===== src/rtl/cpu_consts_pkg.sv =====
// Shared execute-stage constants: divider FSM states and M-extension function encodings.
package cpu_consts;

  typedef enum logic [1:0] {
    S_DIV_IDLE,
    S_DIV_RUN,
    S_DIV_FIX,
    S_DIV_DONE
  } div_state_t;

  // funct3-style encodings shared by the multiply and divide units
  localparam logic [3:0] FUNC_MUL    = 4'd0;
  localparam logic [3:0] FUNC_MULH   = 4'd1;
  localparam logic [3:0] FUNC_MULHSU = 4'd2;
  localparam logic [3:0] FUNC_MULHU  = 4'd3;
  localparam logic [3:0] FUNC_DIV    = 4'd4;
  localparam logic [3:0] FUNC_DIVU   = 4'd5;
  localparam logic [3:0] FUNC_REM    = 4'd6;
  localparam logic [3:0] FUNC_REMU   = 4'd7;

endpackage


===== src/rtl/divide_step.sv =====
// One restoring-division iteration: shift {rem,quo} left, subtract divisor if it fits.
module div_step #(
  parameter int XLEN = 64
) (
  input  logic [XLEN:0]   rem,
  input  logic [XLEN-1:0] quo,
  input  logic [XLEN-1:0] divisor,
  output logic [XLEN:0]   rem_next,
  output logic [XLEN-1:0] quo_next
);

  logic [XLEN+1:0] shifted;
  logic [XLEN+1:0] diff;
  logic            fits;

  // One extra bit above the partial remainder makes the borrow the compare result.
  assign shifted  = {rem, quo[XLEN-1]};
  assign diff     = shifted - {2'b00, divisor};
  assign fits     = ~diff[XLEN+1];
  assign rem_next = fits ? diff[XLEN:0] : shifted[XLEN:0];
  assign quo_next = {quo[XLEN-2:0], fits};

endmodule


===== src/rtl/divide.sv =====
// Iterative RV64M divider (DIV/DIVU/REM/REMU and W forms), one quotient bit per cycle.
module divide
  import cpu_consts::*;
#(
  parameter int XLEN = 64
) (
  input  logic            clk,
  input  logic            reset,
  input  logic [XLEN-1:0] opr_a_i,
  input  logic [XLEN-1:0] opr_b_i,
  input  logic            div_valid_i,
  input  logic [3:0]      div_func_i,
  input  logic            word_op_i,
  output logic            div_ready_o,
  input  logic            flush_i,
  input  logic            div_res_ready_i,
  output logic [XLEN-1:0] div_res_o,
  output logic            div_res_valid_o
);

  localparam int HALF = XLEN / 2;

  function automatic logic [XLEN-1:0] sext_w(input logic [HALF-1:0] x);
    return {{HALF{x[HALF-1]}}, x};
  endfunction

  div_state_t      state;
  logic [6:0]      cnt;
  logic [XLEN:0]   rem_q;
  logic [XLEN-1:0] quo_q, divisor_q, res_q;
  logic            sign_q, sign_r, is_rem_q, word_q;

  logic [3:0]      func_n;
  logic            is_signed, is_rem, a_neg, b_neg, b_zero, ovf, special, accept;
  logic [XLEN-1:0] a_raw, a_ext, b_ext, abs_a, abs_b, min_val, special_res;
  logic [XLEN-1:0] q_val, r_val, pick, fix_res, quo_next;
  logic [XLEN:0]   rem_next;

  // NOTE: every variable gets a default first so no path can infer a latch.
  always_comb begin
    func_n = div_func_i;
    if (!(div_func_i inside {FUNC_DIV, FUNC_DIVU, FUNC_REM, FUNC_REMU})) func_n = FUNC_DIVU;
    is_signed = (func_n == FUNC_DIV) || (func_n == FUNC_REM);
    is_rem    = (func_n == FUNC_REM) || (func_n == FUNC_REMU);

    // a_raw is the dividend at op width as the architecture returns it
    a_raw = word_op_i ? sext_w(opr_a_i[HALF-1:0]) : opr_a_i;
    a_ext = (word_op_i && !is_signed) ? {{HALF{1'b0}}, opr_a_i[HALF-1:0]} : a_raw;
    b_ext = opr_b_i;
    if (word_op_i)
      b_ext = is_signed ? sext_w(opr_b_i[HALF-1:0]) : {{HALF{1'b0}}, opr_b_i[HALF-1:0]};

    a_neg = is_signed & a_ext[XLEN-1];
    b_neg = is_signed & b_ext[XLEN-1];
    abs_a = a_neg ? -a_ext : a_ext;
    abs_b = b_neg ? -b_ext : b_ext;

    min_val = word_op_i ? {{(HALF+1){1'b1}}, {(HALF-1){1'b0}}} : {1'b1, {(XLEN-1){1'b0}}};
    b_zero  = (b_ext == '0);
    ovf     = is_signed && (a_ext == min_val) && (b_ext == '1);
    special = b_zero | ovf;
    if (b_zero) special_res = is_rem ? a_raw : '1;
    else        special_res = is_rem ? '0 : a_raw;
  end

  always_comb begin
    q_val   = sign_q ? -quo_q : quo_q;
    r_val   = sign_r ? -rem_q[XLEN-1:0] : rem_q[XLEN-1:0];
    pick    = is_rem_q ? r_val : q_val;
    fix_res = word_q ? sext_w(pick[HALF-1:0]) : pick;
  end

  div_step #(.XLEN(XLEN)) u_step (
    .rem      (rem_q),
    .quo      (quo_q),
    .divisor  (divisor_q),
    .rem_next (rem_next),
    .quo_next (quo_next)
  );

  assign div_ready_o     = (state == S_DIV_IDLE);
  assign accept          = div_valid_i & div_ready_o & ~flush_i;
  assign div_res_valid_o = (state == S_DIV_DONE) & ~flush_i;
  assign div_res_o       = div_res_valid_o ? res_q : '0;

  // NOTE: non-blocking assignments so every register samples pre-edge values.
  always_ff @(posedge clk or posedge reset) begin
    if (reset) begin
      state     <= S_DIV_IDLE;
      cnt       <= '0;
      rem_q     <= '0;
      quo_q     <= '0;
      divisor_q <= '0;
      res_q     <= '0;
      sign_q    <= 1'b0;
      sign_r    <= 1'b0;
      is_rem_q  <= 1'b0;
      word_q    <= 1'b0;
    end else begin
      case (state)
        S_DIV_IDLE: if (accept) begin
          sign_q    <= a_neg ^ b_neg;
          sign_r    <= a_neg;
          is_rem_q  <= is_rem;
          word_q    <= word_op_i;
          divisor_q <= abs_b;
          rem_q     <= '0;
          // W dividends sit in the upper half so 32 shifts consume them
          quo_q     <= word_op_i ? {abs_a[HALF-1:0], {HALF{1'b0}}} : abs_a;
          cnt       <= word_op_i ? 7'(HALF - 1) : 7'(XLEN - 1);
          if (special) begin
            res_q <= special_res;
            state <= S_DIV_DONE;
          end else begin
            state <= S_DIV_RUN;
          end
        end
        S_DIV_RUN: begin
          if (flush_i) begin
            state <= S_DIV_IDLE;
          end else begin
            rem_q <= rem_next;
            quo_q <= quo_next;
            cnt   <= cnt - 7'd1;
            if (cnt == 7'd0) state <= S_DIV_FIX;
          end
        end
        S_DIV_FIX: begin
          if (flush_i) begin
            state <= S_DIV_IDLE;
          end else begin
            res_q <= fix_res;
            state <= S_DIV_DONE;
          end
        end
        S_DIV_DONE: if (flush_i || div_res_ready_i) state <= S_DIV_IDLE;
        default: state <= S_DIV_IDLE;
      endcase
    end
  end

endmodule


===== config.mk =====
export PLATFORM = sky130hd
export DESIGN_NAME = divide
export DESIGN_NICKNAME = d
export VERILOG_FILES = /design/src/rtl/cpu_consts_pkg.sv /design/src/rtl/divide_step.sv /design/src/rtl/divide.sv
export SDC_FILE = /design/constraint.sdc
export NUM_CORES = 1
export LEC_CHECK = 0
export ABC_AREA = 0
export CELL_PAD_IN_SITES_DETAIL_PLACEMENT = 1
export CELL_PAD_IN_SITES_GLOBAL_PLACEMENT = 1
export CORE_MARGIN = 5
export CORE_UTILIZATION = 44
export DETAILED_ROUTE_END_ITERATION = 12
export HOLD_SLACK_MARGIN = 0.1
export PLACE_DENSITY_LB_ADDON = 0.1
export SYNTH_ARGS = -nofsm -noshare
export SYNTH_HDL_FRONTEND = slang
export SYNTH_SLANG_ARGS = --single-unit

===== constraint.sdc =====
create_clock -name clk -period 14.1 [get_ports clk]
set_input_delay 3.525 -clock clk [delete_from_list [all_inputs] [get_ports clk]]
set_output_delay 3.525 -clock clk [all_outputs]
set_load 0.03 [all_outputs]

==> flow_metrics.env, run 1 <==
export IMPL_post_route_min_period_ns=9.70
export IMPL_postLayoutCellArea_um2=27200
export IMPL_yosysSeqAreaShare_pct=28.8
export IMPL_power_mw=4.47
export IMPL_synthesis_to_layout_area_growth_pct=16.1
export IMPL_h_tree_depth=2
export IMPL_postLayoutCoreUtil_pct=51.7
export IMPL_gpl_final_weighted_congestion=0.947
export IMPL_worstHoldEndpoint="divisor_q[37]"
export IMPL_worst_setup_path_end_kind="output pin"
export IMPL_drive_above_1_share_pct=4.58
export IMPL_dieHeight_um=241
export IMPL_floorplan_io_pins=204
export IMPL_nFillCells=6431
export IMPL_avgRoutedWirePerCell_um=24.3
export IMPL_synth_largest_area_cell="sky130_fd_sc_hd__dfrtp_1"
export IMPL_ff2ff_path_depth=13
export IMPL_drtPass1Iterations=5
export IMPL_antenna_violations_before_repair=3
export IMPL_finalSetupTns_ns=0
export IMPL_max_slew_margin_pct=9.84
export IMPL_final_cell_count_no_fill=3858
export IMPL_setup_worst_path_class="input port to output pin"
export IMPL_cp_start_kind="input port"
export IMPL_crit_reg2reg_launch="rem_q[3]"
export IMPL_crit_path_max_incr_delay_ns=0.92
export IMPL_min_path_type="flip-flop to flip-flop"
export IMPL_port_buffers=203
export IMPL_hold_path_startpoint="divisor_q[37]"
export IMPL_first_global_vias=24400
export IMPL_yosys_cell_types_count=85
export IMPL_worstMarginPinSlew_ns=1.34
export IMPL_synth_area_per_cell_um2=7.66
export IMPL_cellLeakagePower_nw=11.1
export IMPL_timing_reg2reg_setup_slack_ns=8.45
export IMPL_tritoncts="built"
export IMPL_async_flop_share_pct=100
export IMPL_timing_critical_path_fanout_max=65
export IMPL_synth_top_cell_area_share_pct=28.8
export IMPL_path_clk_slew_ns=0.05
export IMPL_worst_r2r_endpoint="rem_q[58]"
export IMPL_grt_usage_pct=31.6
export IMPL_cts_resized=0
export IMPL_cts_setup_buffers=0
export IMPL_synth_warning_count=0
export IMPL_report_final_setup_viol=0
export IMPL_critical_path_most_common_cell="sky130_fd_sc_hd__clkdlybuf4s50_1"
export IMPL_crit_path_top_delay_cell="sky130_fd_sc_hd__nor2_4"
export IMPL_drtIter0Drc=1994
export IMPL_grt_max_degree=109
export IMPL_maxCapViolations=0
export IMPL_post_synth_top_count_cell="sky130_fd_sc_hd__o21ai_0"
export IMPL_drt_total_wl_um=93800
export IMPL_final_antenna_net_count=0
export IMPL_post_detailed_route_via_to_cell_ratio=6.25
export IMPL_final_setup_skew_ns=0.0187
export IMPL_cts_hold_repair_buffers=0
export IMPL_routed_via_count=24100
export IMPL_grt_pass1_wl_um=145000
export IMPL_synth_fp_nets=3271
export IMPL_core_region_area_um2=52700
export IMPL_crit_path_cell_trace="clkdlybuf4s50_1, nor2_4, and2_1, clkdlybuf4s50_1"
export IMPL_synthCells=3061
export IMPL_ctsRootBufferMaster="sky130_fd_sc_hd__clkbuf_16"
export IMPL_hold_ws_ns=0.474
export IMPL_synthesis_area_um2=23400
export IMPL_status="finished, final reports clean"
export IMPL_yosys_most_used_dff="sky130_fd_sc_hd__dfrtp_1"
export IMPL_postLayoutSetupSlackWorst_ns=4.40
export IMPL_initial_standard_cell_utilization_of_the_core_pct=44.5
export IMPL_fmax_mhz=103
export IMPL_cts_buffers_inserted=37
export IMPL_floorplan_die_area_um2=58000
export IMPL_cts_buffer_depth=3
export IMPL_worst_endpoint_arrival_ns=6.17
export IMPL_dp_slack_ns=4.39
export IMPL_netlist_top_cells_area="sky130_fd_sc_hd__dfrtp_1 29%, sky130_fd_sc_hd__o21ai_0 8.0%, sky130_fd_sc_hd__xnor2_1 6.4%, sky130_fd_sc_hd__a21oi_1 5.5%, sky130_fd_sc_hd__nand2_1 5.4%"
export IMPL_post_route_period_util_pct=68.8
export IMPL_crit_required_ns=10.57
export IMPL_route_detailed_drc=0
export IMPL_timing_final_hold_violations=0
export IMPL_place_inst=3790
export IMPL_placement_cell_area_um2=25900
export IMPL_power_per_cell_area_nw_per_um2=164
export IMPL_dieWidth_um=241
export IMPL_worst_hold_path_num_cells=2
export IMPL_vdd_ir_drop_worst_mv=0.117
export IMPL_rows=84
export IMPL_num_nets_final=3351
export IMPL_clock_sink_count=270
export IMPL_timing_max_transition_violations_final=0
export IMPL_yosys_register_bits=270
export IMPL_hpwl_um=71400
export IMPL_netlist_top_cells_count="377 x sky130_fd_sc_hd__o21ai_0, 335 x sky130_fd_sc_hd__nand2_1, 270 x sky130_fd_sc_hd__dfrtp_1"
export IMPL_global_route_overflow_total=0
export IMPL_clkLatencyLatePin_ns=0.57
export IMPL_synth_enable_flop_cells=0
export IMPL_setup_repair_after_global_routing_missed_its_margin="no"
where the power goes:
part | internal (mW) | leakage (nW) | switching, mW
Clock | 0.621 | 0.634 | 0.386
Combinational | 0.912 | 6.97 | 1.36
Sequential | 0.920 | 3.51 | 0.262
flip-flops by register name, indices dropped and copies added, names as in the netlist:
signal	count
cnt	7
divisor_q	64
is_rem_q	1
quo_q	64
rem_q	65
res_q	64
sign_q	1
sign_r	1
state	2
word_q	1
metal layers:
layer	GRT usage [%]	routed length, um	up-vias
met4	12.6	4360	2
met3	4.83	6110	174
met1	43.9	41800	11900
met5	0	13	-
li1	-	-	11200
met2	49.7	41500	811
worst max path at each step:
stage	from	depth (start not counted)	slack [ns]	to
finish	flush_i	4	4.40	div_res_o[24]
global placement	flush_i	4	4.61	div_res_o[30]
detailed placement	flush_i	4	4.39	div_res_o[24]
global route	flush_i	4	4.16	div_res_o[11]
CTS	flush_i	4	4.38	div_res_o[24]
floorplan	reset	1	3.14	cnt[0]
logic make-up after synthesis:
logic type	Yosys count	synth area share [%]
AO/OA/AOI/OAI	1067	27.8
XOR/XNOR	295	11.1
multiplexers	56	2.40
adder cells (fa/ha/maj)	89	4.60
buffers and inverters	318	5.22
AND/OR/NAND/NOR	966	20.1
flip-flops	270	28.8
area by class of cell:
cell class / count / area (um2) / share of cell area [%]
Antenna cell: 1 / 2.50 / 0.00919
Clock buffer: 52 / 1100 / 4.06
Clock inverter: 15 / 194 / 0.713
Inverter: 124 / 473 / 1.74
Multi-Input combinational cell: 2473 / 15600 / 57.1
Sequential cell: 270 / 6760 / 24.8
Tap cell: 688 / 861 / 3.16
Timing Repair Buffer: 235 / 2270 / 8.34
worst max-delay path, delay by kind of cell:
kind	cells	cell delay [ns]
buffers and inverters	2	1.41
AND/OR/NAND/NOR	2	1.17
cells in the final DEF, fill, tap and decap left out, types with 69 or more instances in the layout:
master | synthesis | final
sky130_fd_sc_hd__inv_1 | 123 | 122
sky130_fd_sc_hd__dfrtp_1 | 270 | 268
sky130_fd_sc_hd__a21oi_1 | 256 | 255
sky130_fd_sc_hd__xor2_1 | 122 | 122
sky130_fd_sc_hd__nor2_1 | 223 | 219
sky130_fd_sc_hd__o31ai_1 | 69 | 69
sky130_fd_sc_hd__and2_1 | 72 | 72
sky130_fd_sc_hd__clkdlybuf4s50_1 | 0 | 202
sky130_fd_sc_hd__nand2_1 | 335 | 334
sky130_fd_sc_hd__ha_1 | 71 | 71
sky130_fd_sc_hd__o21ai_0 | 377 | 377
sky130_fd_sc_hd__xnor2_1 | 172 | 172
No activity file was read; power rests on OpenSTA's default activity.
==> inputs of run 2 (changes only) <==
Settings changed: CORE_UTILIZATION 44 to 40.
Clock period 14.1 ns to 8.9 ns, I/O delays scaled along.
==> flow_metrics.env, run 2 (synthesis gave the netlist of run 1 again) <==
export IMPL_floorplan_io_pins=204
export IMPL_status="finished, final reports clean"
export IMPL_num_nets_final=3354
export IMPL_critical_path_most_common_cell="sky130_fd_sc_hd__clkdlybuf4s50_1"
export IMPL_crit_path_top_delay_cell="sky130_fd_sc_hd__nor2_4"
export IMPL_rows=88
export IMPL_ctsRootBufferMaster="sky130_fd_sc_hd__clkbuf_16"
export IMPL_crit_reg2reg_launch="rem_q[23]"
export IMPL_drtPass1Iterations=6
export IMPL_tritoncts="built"
export IMPL_worst_hold_path_num_cells=1
export IMPL_post_route_period_util_pct=80.3
export IMPL_worstHoldEndpoint="res_q[5]"
export IMPL_vdd_ir_drop_worst_mv=0.142
export IMPL_synthesis_to_layout_area_growth_pct=16.8
export IMPL_timing_final_hold_violations=0
export IMPL_most_common_layout_cells="377 x sky130_fd_sc_hd__o21ai_0, 334 x sky130_fd_sc_hd__nand2_1, 268 x sky130_fd_sc_hd__dfrtp_1"
export IMPL_cts_setup_buffers=0
export IMPL_final_antenna_net_count=0
export IMPL_ff2ff_path_depth=12
export IMPL_final_setup_skew_ns=0.0276
export IMPL_hold_path_startpoint="res_q[5]"
export IMPL_registers_top_by_ff_count="rem_q"
export IMPL_route_detailed_drc=0
export IMPL_timing_critical_path_fanout_max=65
export IMPL_finalSetupTns_ns=0
export IMPL_initial_standard_cell_utilization_of_the_core_pct=40.5
export IMPL_grt_usage_pct=29.0
export IMPL_clkLatencyLatePin_ns=0.56
export IMPL_cellLeakagePower_nw=11.1
export IMPL_post_route_min_period_ns=7.15
export IMPL_crit_path_cell_trace="clkdlybuf4s50_1, nor2_4, and2_1, clkdlybuf4s50_1"
export IMPL_nFillCells=7150
export IMPL_cp_top_family="buffers and inverters"
export IMPL_post_detailed_route_via_to_cell_ratio=6.08
export IMPL_cts_hold_repair_buffers=0
export IMPL_drtIter0Drc=1653
export IMPL_hpwl_um=73100
export IMPL_worst_setup_path_end_kind="output pin"
export IMPL_first_global_vias=24200
export IMPL_maxCapViolations=0
export IMPL_h_tree_depth=2
export IMPL_crit_required_ns=6.68
export IMPL_dieWidth_um=252
export IMPL_crit_path_max_incr_delay_ns=0.94
export IMPL_floorplan_die_area_um2=63600
export IMPL_antenna_violations_before_repair=3
export IMPL_dieHeight_um=252
export IMPL_power_per_cell_area_nw_per_um2=260
export IMPL_largest_register_ffs=65
export IMPL_placement_cell_area_um2=26000
export IMPL_cts_buffer_depth=3
export IMPL_postLayoutCoreUtil_pct=47.3
export IMPL_fmax_mhz=140
export IMPL_postLayoutCellArea_um2=27400
export IMPL_area_sequential_um2=6760
export IMPL_timing_max_transition_violations_final=0
export IMPL_setup_repair_after_global_routing_missed_its_margin="no"
export IMPL_drt_total_wl_um=95500
export IMPL_power_mw=7.12
export IMPL_clock_sink_count=270
export IMPL_layout_commonest_cell="sky130_fd_sc_hd__o21ai_0"
export IMPL_timing_reg2reg_setup_slack_ns=3.46
export IMPL_port_buffers=203
export IMPL_grt_pass1_wl_um=147000
export IMPL_n_antenna_cell=0
export IMPL_place_inst=3870
export IMPL_worstMarginPinSlew_ns=1.31
export IMPL_core_region_area_um2=57900
export IMPL_cts_resized=0
export IMPL_gpl_final_weighted_congestion=0.952
export IMPL_avgRoutedWirePerCell_um=24.3
export IMPL_setup_worst_path_class="input port to output pin"
export IMPL_drive_above_1_share_pct=4.79
export IMPL_worst_endpoint_arrival_ns=4.92
export IMPL_min_path_type="flip-flop to flip-flop"
export IMPL_final_cell_count_no_fill=3937
export IMPL_global_route_overflow_total=0
export IMPL_report_final_setup_viol=0
export IMPL_routed_via_count=23900
export IMPL_multi_input_area_um2=15600
export IMPL_cts_buffers_inserted=37
export IMPL_cp_buffers_inverters=2
export IMPL_max_slew_margin_pct=11.6
export IMPL_path_clk_slew_ns=0.06
export IMPL_grt_max_degree=154
export IMPL_cp_start_kind="input port"
export IMPL_worst_r2r_endpoint="rem_q[64]"
run 2: cell count changes in the layout (fill, tap and decap cells not counted), moves of 2 or more:
cell / change
sky130_fd_sc_hd__clkinv_2: +3
sky130_fd_sc_hd__bufinv_16: +2
sky130_fd_sc_hd__buf_4: +2
sky130_fd_sc_hd__clkbuf_1: -4
sky130_fd_sc_hd__clkinvlp_4: +3
sky130_fd_sc_hd__inv_6: -2
run 2: worst register-to-register path, delay by kind of cell (launching register included):
kind | cells | cell delay (ns)
xor gates and xnor gates | 1 | 0.17
adders and majority gates | 1 | 0.47
DFF | 1 | 0.50
buffers and inverters | 1 | 0.71
AOI/OAI and AO/OA | 4 | 1.18
and+or+nand+nor | 5 | 2.30
run 2: where the power goes:
part           total, mW  internal (mW)  switching (mW)
combinational       3.60           1.45            2.15
clock               1.65           1.02           0.626
sequential          1.88           1.46           0.419
run 2: per-stage QoR:
step / hold slack, ns / worst slack [ns]
4_1_cts: 0.471 / 1.71
3_5_place_dp: 0.458 / 1.64
6_report: 0.466 / 1.75
3_3_place_gp: 0.455 / 1.84
2_1_floorplan: 0.440 / 3.11
5_1_grt: 0.492 / 1.56
run 2: how the worst max path moves through the flow:
stage / from / end / slack (ns) / cells past startpoint
after global placement: flush_i / div_res_o[20] / 1.84 / 4
after detailed placement: opr_b_i[15] / res_q[39] / 1.64 / 11
after CTS: flush_i / div_res_o[27] / 1.71 / 4
after global routing: flush_i / div_res_o[43] / 1.56 / 4
final: flush_i / div_res_o[27] / 1.75 / 4
after floorplan: reset / cnt[0] / 3.11 / 1
run 2: per-layer routing:
layer	vias to the layer above	GRT usage (%)	wire [um]
li1	11200	-	-
met1	11900	41.2	44300
met2	701	45.8	42700
met3	151	3.52	4710
met4	2	10.3	3780
met5	-	0	13
run 2: final cells by class:
class,instances,area share (%)
clock buffers,47,3.89
inverters,124,1.71
well taps,765,3.50
flip-flops and latches,270,24.7
clock inverters,20,1.00
multi-input cells,2473,56.8
repair buffers,238,8.42
